## src/rtl/me_stage.sv

```systemverilog
// Memory stage: forwards ALU results to WB, or runs one load/store bus transaction
// (IDLE -> REQ -> [WAIT]) and returns aligned, extended load data.
module me_stage (
  input  logic        clk,
  input  logic        rst,
  input  logic        EX_valid,
  output logic        ready,
  output logic        valid,
  input  logic        WB_ready,
  input  logic [6:0]  opcode,
  input  logic [2:0]  funct3,
  input  logic [1:0]  rd_group,
  input  logic [4:0]  rd_index,
  input  logic [31:0] npc,
  input  logic [31:0] res_R,
  input  logic [31:0] res_F,
  input  logic [31:0] st_data,
  output logic        mem_req,
  output logic        mem_we,
  output logic [31:0] mem_addr,
  output logic [31:0] mem_wdata,
  output logic [3:0]  mem_wstrb,
  input  logic        mem_gnt,
  input  logic        mem_rvalid,
  input  logic [31:0] mem_rdata,
  output logic [1:0]  o_rd_group,
  output logic [4:0]  o_rd_index,
  output logic [31:0] o_npc,
  output logic [31:0] o_res_R,
  output logic [31:0] o_res_F,
  output logic        misalign
);

  localparam logic [6:0] OP_LOAD  = 7'b0000011;
  localparam logic [6:0] OP_STORE = 7'b0100011;

  typedef enum logic [1:0] {
    S_IDLE = 2'b00,
    S_REQ  = 2'b01,
    S_WAIT = 2'b10
  } state_t;

  state_t      r_state;
  state_t      w_next_state;
  logic [2:0]  r_funct3;
  logic [1:0]  r_off;
  logic        r_is_load;
  logic        w_is_load;
  logic        w_is_store;
  logic        w_misal;
  logic        w_accept;
  logic        w_go_mem;

  function automatic logic [3:0] store_strb(input logic [2:0] f3, input logic [1:0] off);
    case (f3[1:0])
      2'b00:   store_strb = 4'b0001 << off;
      2'b01:   store_strb = 4'b0011 << off;
      2'b10:   store_strb = 4'b1111;
      default: store_strb = 4'b0000;
    endcase
  endfunction

  function automatic logic [31:0] store_data(input logic [2:0] f3, input logic [31:0] d);
    case (f3[1:0])
      2'b00:   store_data = {4{d[7:0]}};
      2'b01:   store_data = {2{d[15:0]}};
      default: store_data = d;
    endcase
  endfunction

  function automatic logic [31:0] load_extract(input logic [2:0] f3, input logic [1:0] off,
                                               input logic [31:0] d);
    logic [7:0]  b;
    logic [15:0] h;
    case (off)
      2'd0:    b = d[7:0];
      2'd1:    b = d[15:8];
      2'd2:    b = d[23:16];
      2'd3:    b = d[31:24];
      default: b = 8'h00;
    endcase
    h = off[1] ? d[31:16] : d[15:0];
    case (f3)
      3'b000:  load_extract = {{24{b[7]}}, b};
      3'b100:  load_extract = {24'h000000, b};
      3'b001:  load_extract = {{16{h[15]}}, h};
      3'b101:  load_extract = {16'h0000, h};
      default: load_extract = d;
    endcase
  endfunction

  assign ready    = (r_state == S_IDLE) & (~valid | WB_ready);
  assign w_accept = ready & EX_valid;

  // Decode the incoming instruction: memory class and alignment
  always_comb begin
    w_is_load  = (opcode == OP_LOAD);
    w_is_store = (opcode == OP_STORE);
    w_misal    = 1'b0;
    if (w_is_load | w_is_store) begin
      case (funct3[1:0])
        2'b01:   w_misal = res_R[0];
        2'b10:   w_misal = (res_R[1:0] != 2'b00);
        default: w_misal = 1'b0;
      endcase
    end else begin
      w_misal = 1'b0;
    end
    w_go_mem = w_accept & (w_is_load | w_is_store) & ~w_misal;
  end

  // Next-state logic for the bus transaction sequencer
  always_comb begin
    w_next_state = r_state;
    case (r_state)
      S_IDLE: begin
        if (w_go_mem) w_next_state = S_REQ;
        else          w_next_state = S_IDLE;
      end
      S_REQ: begin
        if (mem_gnt) w_next_state = r_is_load ? S_WAIT : S_IDLE;
        else         w_next_state = S_REQ;
      end
      S_WAIT: begin
        if (mem_rvalid) w_next_state = S_IDLE;
        else            w_next_state = S_WAIT;
      end
      default: w_next_state = S_IDLE;
    endcase
  end

  // State register
  always_ff @(posedge clk or negedge rst) begin
    if (!rst) r_state <= S_IDLE;
    else      r_state <= w_next_state;
  end

  // Output payload and bus request registers
  always_ff @(posedge clk or negedge rst) begin
    if (!rst) begin
      valid      <= 1'b0;
      misalign   <= 1'b0;
      o_rd_group <= 2'b00;
      o_rd_index <= 5'd0;
      o_npc      <= 32'h0;
      o_res_R    <= 32'h0;
      o_res_F    <= 32'h0;
      mem_req    <= 1'b0;
      mem_we     <= 1'b0;
      mem_addr   <= 32'h0;
      mem_wdata  <= 32'h0;
      mem_wstrb  <= 4'b0000;
      r_funct3   <= 3'b000;
      r_off      <= 2'b00;
      r_is_load  <= 1'b0;
    end else begin
      case (r_state)
        S_IDLE: begin
          if (w_accept) begin
            // Old payload is either consumed this edge or was not valid
            o_rd_group <= rd_group;
            o_rd_index <= rd_index;
            o_npc      <= npc;
            o_res_R    <= res_R;
            o_res_F    <= res_F;
            misalign   <= w_misal;
            r_funct3   <= funct3;
            r_off      <= res_R[1:0];
            r_is_load  <= w_is_load;
            if (w_go_mem) begin
              valid     <= 1'b0;
              mem_req   <= 1'b1;
              mem_we    <= w_is_store;
              mem_addr  <= {res_R[31:2], 2'b00};
              mem_wdata <= w_is_store ? store_data(funct3, st_data) : 32'h0;
              mem_wstrb <= w_is_store ? store_strb(funct3, res_R[1:0]) : 4'b0000;
            end else begin
              valid <= 1'b1;
            end
          end else if (WB_ready) begin
            valid <= 1'b0;
          end
        end
        S_REQ: begin
          if (mem_gnt) begin
            mem_req   <= 1'b0;
            mem_we    <= 1'b0;
            mem_wstrb <= 4'b0000;
            if (!r_is_load) valid <= 1'b1;
          end
        end
        S_WAIT: begin
          if (mem_rvalid) begin
            valid   <= 1'b1;
            o_res_R <= load_extract(r_funct3, r_off, mem_rdata);
          end
        end
        default: valid <= 1'b0;
      endcase
    end
  end

endmodule
```

## config.mk

```make
export PLATFORM = sky130hd
export DESIGN_NAME = me_stage
export DESIGN_NICKNAME = d
export VERILOG_FILES = /design/src/rtl/me_stage.sv
export SDC_FILE = /design/constraint.sdc
export NUM_CORES = 1
export LEC_CHECK = 0
export CORE_ASPECT_RATIO = 1.5
export CORE_MARGIN = 4
export CORE_UTILIZATION = 39
export CTS_BUF_LIST = sky130_fd_sc_hd__clkbuf_2 sky130_fd_sc_hd__clkbuf_4 sky130_fd_sc_hd__clkbuf_8
export DETAILED_ROUTE_END_ITERATION = 10
export PLACE_DENSITY = 0.83
export SYNTH_ARGS = -nofsm -noshare
export SYNTH_HDL_FRONTEND = slang
export SYNTH_SLANG_ARGS = --single-unit
```

## constraint.sdc

```tcl
create_clock -name clk -period 1.8 [get_ports clk]
set_input_delay 0.36 -clock clk [delete_from_list [all_inputs] [get_ports clk]]
set_output_delay 0.36 -clock clk [all_outputs]
set_load 0.1 [all_outputs]
```

* Yosys cells after proc, flatten, opt, wreduce, memory -nomap -nowiden
Index checks and enable logic that the tools add are counted.
** Storage, ports and cells
- Register bits :: 181
- Input bits :: 183
- Output and inout bits :: 176
- Logic and storage cells :: 91
** Cells by class
- Equality and inequality tests :: 18
- Shift operators :: 2
- Multiplexer cells :: 35
- Bitwise operators :: 8
- Reductions and logical operators :: 12
** Operator list (count)
- one-hot mux 32 bit (2 select lines) :: 2
- one-hot mux 32 bit (4 select lines) :: 1
- 2-to-1 mux 32 bit :: 3
- one-hot mux 8 bit (4 select lines) :: 1
- 2-to-1 mux 16 bit :: 1
- 2-to-1 mux 4 bit :: 4
- 2-to-1 mux 1 bit :: 13
- one-hot mux 4 bit (3 select lines) :: 1
- != test 2 bit, second input constant :: 5
- equality test 2 bit, second input constant :: 4
- one-hot mux 4 bit (2 select lines) :: 1
- AND reduction 4 bit :: 2
- equality test 7 x 2 -> 1 bit, second input constant :: 1
- equality test 7 x 6 -> 1 bit, second input constant :: 1
- equality test 2 x 1 -> 1 bit, second input constant :: 3
- equality test 3 bit, second input constant :: 2
- logical NOT 2 bit :: 3
- 2-to-1 mux 2 bit :: 3
- one-hot mux 1 bit (2 select lines) :: 3
- one-hot mux 2 bit (3 select lines) :: 1
- AND reduction 3 bit :: 2
- nonzero test 2 bit :: 3
- AND 1 bit :: 4
- << shifter 1 x 2 -> 4 bit, first input constant :: 1
- other kinds (8) :: 10

* Longest topological paths before layout
Gate-level depths: netlist of run 1.
- Depth in word-level cells :: 9
- Depth in mapped cells :: 9
- Gate-level depth less buffers :: 7

* Worst setup path after synthesis of run 1
OpenSTA, ideal clock, no wires.
- Kind :: register to register
- From :: reg valid
- To :: reg o_res_R[20]
- Library setup time :: 0.075 ns
- Arrival time :: 2.113 ns
- Data required time :: 1.725 ns
- Slack :: -0.388 ns
- Stages on the path, launching flop included :: 9
- Buffers on the path :: 3
- Period minus slack after synthesis :: 2.188 ns
- Cells stage by stage :: dfrtp_1 -> nand2b_4 -> and3_4 -> buf_6 -> o21a_1 -> and3_1 -> buf_6 -> buf_8 -> a21oi_2
** On the way
- Word-level cells in the longest chain between the ends :: 6
** RTL lines
- from (decl) :: line 8 : output logic valid,
- from (signal assigned) :: line 141 : valid <= 1'b0;
- from (signal assigned) :: line 171 : valid <= 1'b0;
- from (signal assigned) :: line 178 : valid <= 1'b1;
- inverter 1 bit :: line 92 : assign ready = (r_state == S_IDLE) & (~valid | WB_ready);
- OR 1 bit :: line 92
- AND 1 bit :: line 92
- AND 1 bit :: line 93 : assign w_accept = ready & EX_valid;
- != test 2 bit (no line)
- AND reduction 3 bit (no line)
- to (signal assigned) :: line 164 : o_res_R <= res_R;
- to (signal assigned) :: line 195 : o_res_R <= load_extract(r_funct3, r_off, mem_rdata);
- to (decl) :: line 29 : output logic [31:0] o_res_R,
No other way between the ends.
A chain may end at the register's enable or synchronous reset.

* Worst setup path after layout of run 1
- From :: reg r_state[0]
- To :: out ready
** On the way
- Word-level cells in the longest chain between the ends :: 2
** RTL lines
- from (decl) :: line 43 : state_t r_state;
- from (signal assigned) :: line 135 : else r_state <= w_next_state;
- logical NOT 2 bit :: line 92
- AND 1 bit :: line 92
- to (decl) :: line 7 : output logic ready,
No other way between the ends.

==> results of run 1 <==
-- synthesized netlist by cell type, drive strengths merged (2+ instances only) --
cell and number:
mux2i 15, nand3 5, inv 17, o21ai 90
nand2b 7, nor2 12, a22o 10, nor2b 3
nand2 294, a22oi 16, o221a 5, and3 5
o21a 3, or3 24, a31oi 5, and2 3
ha 7, buf 28, nor3 2, dfrtp 181
mux2 33, o211ai 5, o31ai 9, a21oi 38
clkbuf 31
-- logic make-up (layout without fill, tap and decap cells) --
family	count (synthesis)	count (layout)
AND/OR/NAND/NOR	358	358
multiplexers	49	49
flip-flops	181	181
AO/OA/AOI/OAI	187	187
buffers and inverters	77	484
adder cells (fa/ha/maj)	7	7
other	1	3
-- flip-flops by register name, indices dropped and copies added (netlist names), 3 cells and up --
name / count
mem_wstrb: 4
mem_wdata: 32
o_npc: 32
mem_addr: 30
o_res_F: 32
o_res_R: 32
r_funct3: 3
o_rd_index: 5
-- worst min-delay path, stage by stage --
cell	delay (ns)
dlymetal6s2s_1	0.15
inv_2	0.09
buf_4	0.13
o21ai_0	0.08
-- worst paths after layout --
| kind | start | slack [ns] | cells after the start | endpoint |
|---|---|---|---|---|
| setup / recovery | r_state[0]$_DFF_PN0_ | -0.07 | 5 | ready |
| hold / removal | funct3[1] | 0.37 | 4 | r_funct3[1]$_DFFE_PN0P_ |
| setup reg to reg | r_state[0]$_DFF_PN0_ | -0.06 | 8 | o_res_R[25]$_DFFE_PN0P_ |
| hold reg to reg | r_is_load$_DFFE_PN0P_ | 0.51 | 2 | r_is_load$_DFFE_PN0P_ |
| max in group asynchronous | rst | 0.79 | 3 | valid$_DFFE_PN0P_ |
| min in group asynchronous | rst | 0.42 | 2 | mem_addr[16]$_DFFE_PN0P_ |
-- per-layer routing --
layer	vias up	global-route usage, %	part of all wire [%]
li1	3681	-	-
met1	3926	26.1	33
met5	-	0	0
met4	0	14.9	5.8
met3	94	7.24	7.1
met2	382	46.0	54
-- placed cells by master (no fill, tap or decap), drive strengths merged, types with 18 or more instances in the layout --
cell           Yosys  final
clkbuf            31     24
dfrtp            181    181
or3               24     24
o21ai             90     90
buf               28    249
a21oi             38     38
clkdlybuf4s50      0    180
inv               17     18
mux2              33     33
nand2            294    294
-- what timing repair did --
action                     4_1_cts  5_1_grt
hold endpoints to repair        47        0
setup endpoints to repair       88       94
resized for setup               19       47
buffers inserted                 7        0
pin swaps                        3        5
cloned                           0        2
hold buffers                     1        0
-- area by class of cell --
cell class              instances  area share [%]
repair buffers                434            41.1
flip-flops and latches        181            30.3
multi-input cells             603            23.1
well taps                     264            2.21
clock buffers                  21            1.85
clock inverters                11            1.00
inverters                      18           0.451
diodes                          1          0.0167
-- metrics by stage --
step                instances  TNS (ns)
floorplan                 861    -0.266
global placement         1490    -53.06
detailed placement       1490    -60.09
CTS                      1530   -0.0868
global route             1533     -1.30
finish                   1533    -0.274
-- power by group through the flow --
| stage | Clock [uW] | Combinational, uW | Sequential (uW) |
|---|---|---|---|
| 2_1_floorplan | 0 | 874 | 8020 |
| 3_3_place_gp | 0 | 6870 | 5080 |
| 3_5_place_dp | 0 | 6960 | 5110 |
| 4_1_cts | 3040 | 7000 | 5030 |
| 5_1_grt | 3220 | 7250 | 5080 |
| 6_report | 3000 | 7030 | 5030 |
==> results.sh, run 1 <==
export IMPL_status="complete, but fails checks"
export IMPL_violations="negative setup slack"
export IMPL_syn_cell_area_sq_mm=0.00816
export IMPL_endpoint_kind="output port"
export IMPL_wirelength_um=31300
export IMPL_ioPinCount=359
export IMPL_die_height_um=185
export IMPL_grt_pass1_vias=8546
export IMPL_power_density_mw_per_mm2=1010
export IMPL_final_nets=1445
export IMPL_timing_hold_ws_ns=0.367
export IMPL_yosysUniqueCellTypes=46
export IMPL_cts_root_buf="clkbuf_8"
export IMPL_finalCritPeriodShare_pct=104
export IMPL_grt_pass1_wl_um=46300
export IMPL_synth_fa_ha_area_share_pct=1.07
export IMPL_io_buffers=356
export IMPL_p_comb_share_pct=46.7
export IMPL_period_needed_ns=1.87
export IMPL_skew_ns=0.0143
export IMPL_pre_cts_ws_ns=-0.691
export IMPL_cp_cell_sequence="inv_2, ha_4, buf_6, and2_4, buf_12"
export IMPL_max_stage_delay_ns=0.41
export IMPL_p_sw_uw=6500
export IMPL_multi_input_area_sq_mm=0.00347
export IMPL_track_usage_pct=25.5
export IMPL_async_flop_share_pct=100
export IMPL_seq_area_frac_synth_pct=55.5
export IMPL_finalPower_uw=15100
export IMPL_internal_power_uw=8570
export IMPL_slew_headroom_pct=58.4
export IMPL_finalHoldViolCount=0
export IMPL_clk_path_buf_depth=2
export IMPL_drt_first_pass_iters=5
export IMPL_fin_util_pct=73.1
export IMPL_clock_power_share_pct=19.9
export IMPL_grt_max_degree=72
export IMPL_vias=8083
export IMPL_synth_compound_area_share_pct=14.2
export IMPL_setup_ws_ns=-0.0673
export IMPL_numCtsBuffers=17
export IMPL_fillers=1308
export IMPL_critPathKind="flop to output port"
export IMPL_core_rowCount=64
export IMPL_p_seq_share_pct=33.4
export IMPL_final_layout_size_suffix_gt1_share_pct=28.9
export IMPL_die_x_um=126
export IMPL_ant_nets=0
export IMPL_hp_class="primary input to flop"
export IMPL_synth_top_family_by_area="simple AND/OR/NAND/NOR gates"
export IMPL_synthCells=860
export IMPL_synth_seq_cells=181
export IMPL_die_area_sq_mm=0.0234
export IMPL_path_clk_slew_ns=0.10
export IMPL_cts_htree_levels=4
export IMPL_rsz0062_at_grt="yes"
export IMPL_drc=0
export IMPL_yosys_top_cells_area="dfrtp_1 55%, nand2_1 14%, o21ai_0 5.3%, mux2_2 4.6%, mux2i_1 1.8%"
export IMPL_crit_arrival_ns=1.51
export IMPL_synth_xor_area_share_pct=0
export IMPL_critPathMaxFanout=2
export IMPL_worstMarginPinSlew_ns=0.623
export IMPL_yosysTopAreaCell="dfrtp_1"
export IMPL_grt_ovfl_total=0
export IMPL_grt_antenna_before_repair=1
export IMPL_yosysWarnings=0
export IMPL_fmax_ghz=0.536
export IMPL_clkSinkCount=181
export IMPL_synth_mux_area_share_pct=6.67
export IMPL_synth_edf_count=0
export IMPL_ys_flop_type="dfrtp_1"
export IMPL_setup_viol=18
export IMPL_place_congestion=0.893
export IMPL_postLayoutCellArea_sq_mm=0.0150
export IMPL_start_kind="flop"
export IMPL_clock_latency_ns=0.47
export IMPL_place_area_sq_mm=0.0142
export IMPL_slew_viol_final=0
export IMPL_p_sw_share_pct=43.1
export IMPL_dp_hpwl_um=23800
export IMPL_drv_cap=0
export IMPL_seqCellArea_sq_mm=0.00453
export IMPL_worst_path_buf_inv=3
export IMPL_synth_simple_area_share_pct=18.2
export IMPL_worstPathRequired_ns=1.44
export IMPL_cp_top_family="flip-flops"
export IMPL_avgSynthCellArea_sq_um=9.49
export IMPL_vias_per_cell=5.27
export IMPL_wl_per_cell_um=20.4
export IMPL_synth_top_cell_area_share_pct=55.5
export IMPL_core_region_area_sq_mm=0.0205
export IMPL_peakVddDrop_mv=0.715
export IMPL_cts_tree="yes"
export IMPL_first_iter_violations=640
export IMPL_cpMaxStageDelayCell="dfrtp_1"
export IMPL_p_leak_uw=0.00685
export IMPL_syn2layout_area_growth_pct=83.5
export IMPL_start_util_pct=39.8
Note: power is estimated with default switching activity, not from simulation.
==> inputs of run 2 (changes only) <==
--- a/config.mk
+++ b/config.mk
@@ -5,7 +5,7 @@
 export SDC_FILE = /design/constraint.sdc
 export NUM_CORES = 1
 export LEC_CHECK = 0
-export CORE_ASPECT_RATIO = 1.5
+export CORE_ASPECT_RATIO = 1.25
 export CORE_MARGIN = 4
 export CORE_UTILIZATION = 39
 export CTS_BUF_LIST = sky130_fd_sc_hd__clkbuf_2 sky130_fd_sc_hd__clkbuf_4 sky130_fd_sc_hd__clkbuf_8
==> results.sh, run 2 (synthesis gave the netlist of run 1 again) <==
export IMPL_critPathMaxFanout=2
export IMPL_skew_ns=0.0238
export IMPL_rr_worst_depth=7
export IMPL_setup_ws_ns=-0.0138
export IMPL_worstPathRequired_ns=1.44
export IMPL_slew_headroom_pct=67.2
export IMPL_crit_arrival_ns=1.45
export IMPL_start_util_pct=40.2
export IMPL_grt_max_degree=56
export IMPL_finalCritPeriodShare_pct=101
export IMPL_drc=0
export IMPL_dp_hpwl_um=22600
export IMPL_r2r_start="valid$_DFFE_PN0P_"
export IMPL_syn2layout_area_growth_pct=84.4
export IMPL_cts_root_buf="clkbuf_8"
export IMPL_cts_tree="yes"
export IMPL_place_congestion=0.877
export IMPL_cp_top_family="flip-flops"
export IMPL_endpoint_kind="output port"
export IMPL_clk_path_buf_depth=2
export IMPL_fin_util_pct=74.1
export IMPL_period_needed_ns=1.81
export IMPL_max_stage_delay_ns=0.51
export IMPL_slew_viol_final=0
export IMPL_finalHoldViolCount=0
export IMPL_wl_per_cell_um=19.2
export IMPL_core_region_area_sq_mm=0.0203
export IMPL_die_x_um=137
export IMPL_vias=8014
export IMPL_rsz0062_at_grt="yes"
export IMPL_fmax_ghz=0.551
export IMPL_status="complete, but fails checks"
export IMPL_final_common_cell="nand2_1"
export IMPL_grt_ovfl_total=0
export IMPL_violations="negative setup slack"
export IMPL_power_density_mw_per_mm2=985
export IMPL_vias_per_cell=5.18
export IMPL_final_layout_size_suffix_gt1_share_pct=29.3
export IMPL_first_iter_violations=393
export IMPL_path_clk_slew_ns=0.11
export IMPL_start_kind="flop"
export IMPL_fillers=1280
export IMPL_finalPower_uw=14800
export IMPL_drt_first_pass_iters=4
export IMPL_peakVddDrop_mv=0.643
export IMPL_track_usage_pct=24.2
export IMPL_reg2reg_to="mem_addr[11]$_DFFE_PN0P_"
export IMPL_r2r_setup_slack_ns=0.04
export IMPL_worstSetupStartpoint="valid$_DFFE_PN0P_"
export IMPL_hp_class="primary input to async pin"
export IMPL_grt_pass1_wl_um=44100
export IMPL_cpMaxStageDelayCell="dfrtp_4"
export IMPL_core_rowCount=58
export IMPL_clock_latency_ns=0.46
export IMPL_ant_nets=0
export IMPL_io_buffers=356
export IMPL_drv_cap=0
export IMPL_clkSinkCount=181
export IMPL_critPathKind="flop to output port"
export IMPL_die_height_um=170
export IMPL_worstMarginPinSlew_ns=0.486
export IMPL_grt_antenna_before_repair=3
export IMPL_setup_viol=1
export IMPL_timing_hold_ws_ns=0.360
export IMPL_final_nets=1452
export IMPL_final_cell_mix="289 x nand2_1, 190 x buf_12, 180 x dfrtp_1"
export IMPL_grt_pass1_vias=8306
export IMPL_die_area_sq_mm=0.0233
export IMPL_worst_path_buf_inv=2
export IMPL_wirelength_um=29700
export IMPL_numCtsBuffers=17
export IMPL_ioPinCount=359
export IMPL_cp_cell_sequence="nand2b_4, buf_6, and2_4, buf_12"
export IMPL_cts_htree_levels=4
export IMPL_p_leak_uw=0.00691
==> run 2: final cells by class <==
class                      count  area [sq um]  share of cell area, %
antenna                        2          5.00                 0.0333
clock buffer                  17           234                   1.55
clock inverter                15           161                   1.07
inverter                      18          67.6                  0.449
multi-input combinational    603          3420                   22.7
sequential                   181          4530                   30.1
tap                          270           338                   2.25
timing repair buffer         441          6290                   41.8
==> run 2: timing repair <==
action | 4_1_cts | 5_1_grt
resized for setup | 15 | 38
setup endpoints to repair | 115 | 78
gates cloned | 0 | 8
hold buffers | 1 | 0
hold endpoints to repair | 31 | 0
buffers inserted | 3 | 6
pin swaps | 2 | 5
==> run 2: where the power goes <==
part,total [uW],internal (uW),switching (uW)
Combinational,6990,2570,4420
Sequential,5020,4510,505
Clock,2820,1160,1660
==> run 2: worst max-delay path by stage <==
| stage | cells after the start | endpoint |
|---|---|---|
| after floorplan | 6 | mem_addr[10]$_DFFE_PN0P_ |
| after global placement | 8 | mem_wdata[21]$_DFFE_PN0P_ |
| after detailed placement | 8 | mem_wdata[21]$_DFFE_PN0P_ |
| after CTS | 4 | ready |
| after global routing | 4 | ready |
| final | 4 | ready |
==> run 2: per-layer routing <==
metal / vias to the layer above / share of wire, % / track usage, %
met2: 320 / 52 / 42.1
met4: 2 / 4.5 / 12.0
met1: 3915 / 37 / 26.7
met3: 74 / 6.9 / 7.24
li1: 3703 / - / -
met5: - / 0.044 / 0
==> run 2: metrics by stage <==
| step | TNS [ns] | worst slack [ns] | std cells | area (sq um) |
|---|---|---|---|---|
| final | -0.0138 | -0.0138 | 1547 | 15000 |
| after floorplan | -0.266 | -0.0131 | 861 | 8170 |
| after CTS | -0.0510 | -0.0510 | 1531 | 14700 |
| after global placement | -48.30 | -0.491 | 1495 | 14200 |
| after global routing | -0.114 | -0.0930 | 1547 | 15000 |
| after detailed placement | -55.63 | -0.650 | 1495 | 14200 |
==> RTL change (settings of run 2) <==
Encoding of `state_t`: now one-hot (3 bits for 3 states).
--- a/src/rtl/me_stage.sv
+++ b/src/rtl/me_stage.sv
@@ -36,6 +36,6 @@
 
-  typedef enum logic [1:0] {
-    S_IDLE = 2'b00,
-    S_REQ  = 2'b01,
-    S_WAIT = 2'b10
+  typedef enum logic [2:0] {
+    S_IDLE = 3'b001,
+    S_REQ  = 3'b010,
+    S_WAIT = 3'b100
   } state_t;
Function: same outputs for any inputs over 4 cycles, from zero or initial values and one cycle with rst low; so few cycles prove little.
==> RTL change against run 2 <==
  * The run still ends with negative setup slack left
  * Clock power increased by 4%
  * Largest cell class unchanged
  * Total power increased by 6.9%
  * Sequential share of layout area decreased by 0.35 points
  * Synthesized area increased by 4.5%
  * Routed wire length increased by 3.7%
  * Clock skew decreased by 0.0078 ns
  * Sequential cell count increased by 1
  * Critical path type is now input port to flop
  * Setup slack got worse by 0.25 ns
  * Worst hold slack improved by 0.019 ns
  * Cell area increased by 1.8%
  * Highest routed layer is now met4
==> RTL change: results <==
{
  "clk_pin_slew_ns": 0.11,
  "crit_slowest_cell": "clkdlybuf4s50_1",
  "final_nets": 1299,
  "setup_violations": 112,
  "violations": "negative setup slack",
  "wire_per_inst_um": 22.0,
  "dpl.hpwl_um": 24100,
  "clock_latency_ns": 0.46,
  "cts_root_buf": "clkbuf_8",
  "cts.htree.levels": 4,
  "numCtsBuffers": 17,
  "synth.distinct_cells": 58,
  "dpl_worst_slack_ns": -0.777,
  "rr_worst_depth": 6,
  "fin_skew_ns": 0.0160,
  "ys_dominant_reg_cell": "dfrtp_1",
  "tightest_slew_ns": 0.528,
  "io_buffer_count": 356,
  "async_reset_ff_frac": 1.00,
  "r2r_setup_slack_ns": -0.25,
  "grt_max_degree": 40,
  "vdd.ir_drop.worst_uv": 688,
  "place_congestion": 0.941,
  "layout_setup_ws_ns": -0.261,
  "nFillCells": 1345,
  "drtIter0Drc": 605,
  "layout-drive-gt1-share": 0.419,
  "antenna_found_initial": 0,
  "hp-class": "input port to async pin",
  "synth.top_cells.by_count": "181 x dfrtp_1, 83 x mux2_2, 58 x nand2_1, 49 x o31ai_1, 31 x o21ai_0",
  "status": "finished, violations left",
  "yosys-top-cells-area": "dfrtp_1 53%, mux2_2 11%, mux2_4 5.1%, o31ai_1 4.3%, nand2_1 2.6%",
  "grt_pass1_wl_um": 47100,
  "worstReg2RegEnd": "mem_addr[6]$_DFFE_PN0P_",
  "reg2reg_from": "r_state[0]$_DFF_PN1_",
  "cp_max_fo": 24,
  "critPathCapture": "mem_addr[6]$_DFFE_PN0P_",
  "cp.arrival_ns": 2.40,
  "first_global_vias": 8260,
  "yosys_warnings": 0,
  "cts.path.max_buffers": 2,
  "p_leak_nw": 6.64,
  "diodes": 0,
  "yosysSeqAreaShare": 0.534,
  "firstDrtPassIters": 5,
  "viasPerCell": 5.46,
  "dpl_cell_area_sq_mm": 0.0146,
  "cp-startpoint": "funct3[0]",
  "track_usage": 0.247,
  "slowest_delay_ns": 0.51
}
[RTL change: cell count changes after synthesis, sizes merged, moves of 11 or more]
cell,run 2,this run
and2,3,17
nand2,294,58
a22oi,16,0
mux2,33,112
o21ai,90,40
a21oi,38,20
o221a,5,16
nor2,12,27
o31ai,9,50
mux2i,15,1
[RTL change: worst min-delay path by stage]
stage	from	endpoint	cells past startpoint	slack [ns]
2_1_floorplan	rst	mem_addr[10]$_DFFE_PN0P_	0	0.06
3_3_place_gp	rst	mem_addr[8]$_DFFE_PN0P_	1	0.31
3_5_place_dp	rst	mem_addr[8]$_DFFE_PN0P_	1	0.31
6_report	rst	mem_addr[8]$_DFFE_PN0P_	2	0.38
4_1_cts	rst	mem_addr[8]$_DFFE_PN0P_	2	0.35
5_1_grt	rst	mem_addr[8]$_DFFE_PN0P_	2	0.38
[RTL change: cells by family after synthesis]
group | after synthesis | share of synthesized area
simple gates | 164 | 0.103
fa+ha+maj | 3 | 0.00440
flops | 182 | 0.534
mux | 114 | 0.164
buf+inv | 71 | 0.0405
other cells | 1 | 0.000440
compound gates | 179 | 0.153
[RTL change: layout make-up]
| cell class | instances | area [sq um] | area share |
|---|---|---|---|
| repair buffers | 437 | 6070 | 0.396 |
| inverters | 13 | 48.8 | 0.00319 |
| flip-flops and latches | 182 | 4560 | 0.298 |
| clock inverters | 15 | 185 | 0.0121 |
| well taps | 279 | 349 | 0.0228 |
| clock buffers | 17 | 234 | 0.0153 |
| multi-input cells | 462 | 3870 | 0.253 |
[RTL change: repair_timing]
item	in CTS	in global routing
setup buffers	5	2
hold buffers	1	0
endpoints found under the hold margin	29	0
pin swaps	2	1
endpoints found under the setup margin	90	176
resized for setup	29	23
[RTL change: metrics by stage]
| step | setup TNS [ns] | cells |
|---|---|---|
| 6_report | -12.55 | 1405 |
| 5_1_grt | -21.70 | 1405 |
| 4_1_cts | -9.20 | 1403 |
| 3_5_place_dp | -83.61 | 1365 |
| 3_3_place_gp | -75.05 | 1365 |
| 2_1_floorplan | -6.29 | 715 |
[RTL change: layer usage]
| metal | global-route usage | wire (um) | vias up |
|---|---|---|---|
| li1 | - | - | 3403 |
| met1 | 0.276 | 10900 | 3790 |
| met2 | 0.430 | 15900 | 404 |
| met3 | 0.0767 | 2720 | 80 |
| met4 | 0.107 | 1300 | 0 |
| met5 | 0 | 0 | - |
[RTL change: report_power, final]
group          internal (mW)  switching (mW)
clock                   1.19            1.74
sequential              4.59           0.573
combinational           2.99            4.77
total                   8.76            7.08
[RTL change: worst max-delay path: cells and delay by family]
kind	cells	cell delay [ns]
AOI/OAI and AO/OA	1	0.17
muxes	1	0.32
and+or+nand+nor	1	0.42
adders and majority gates	1	0.30
buffers and inverters	3	0.80
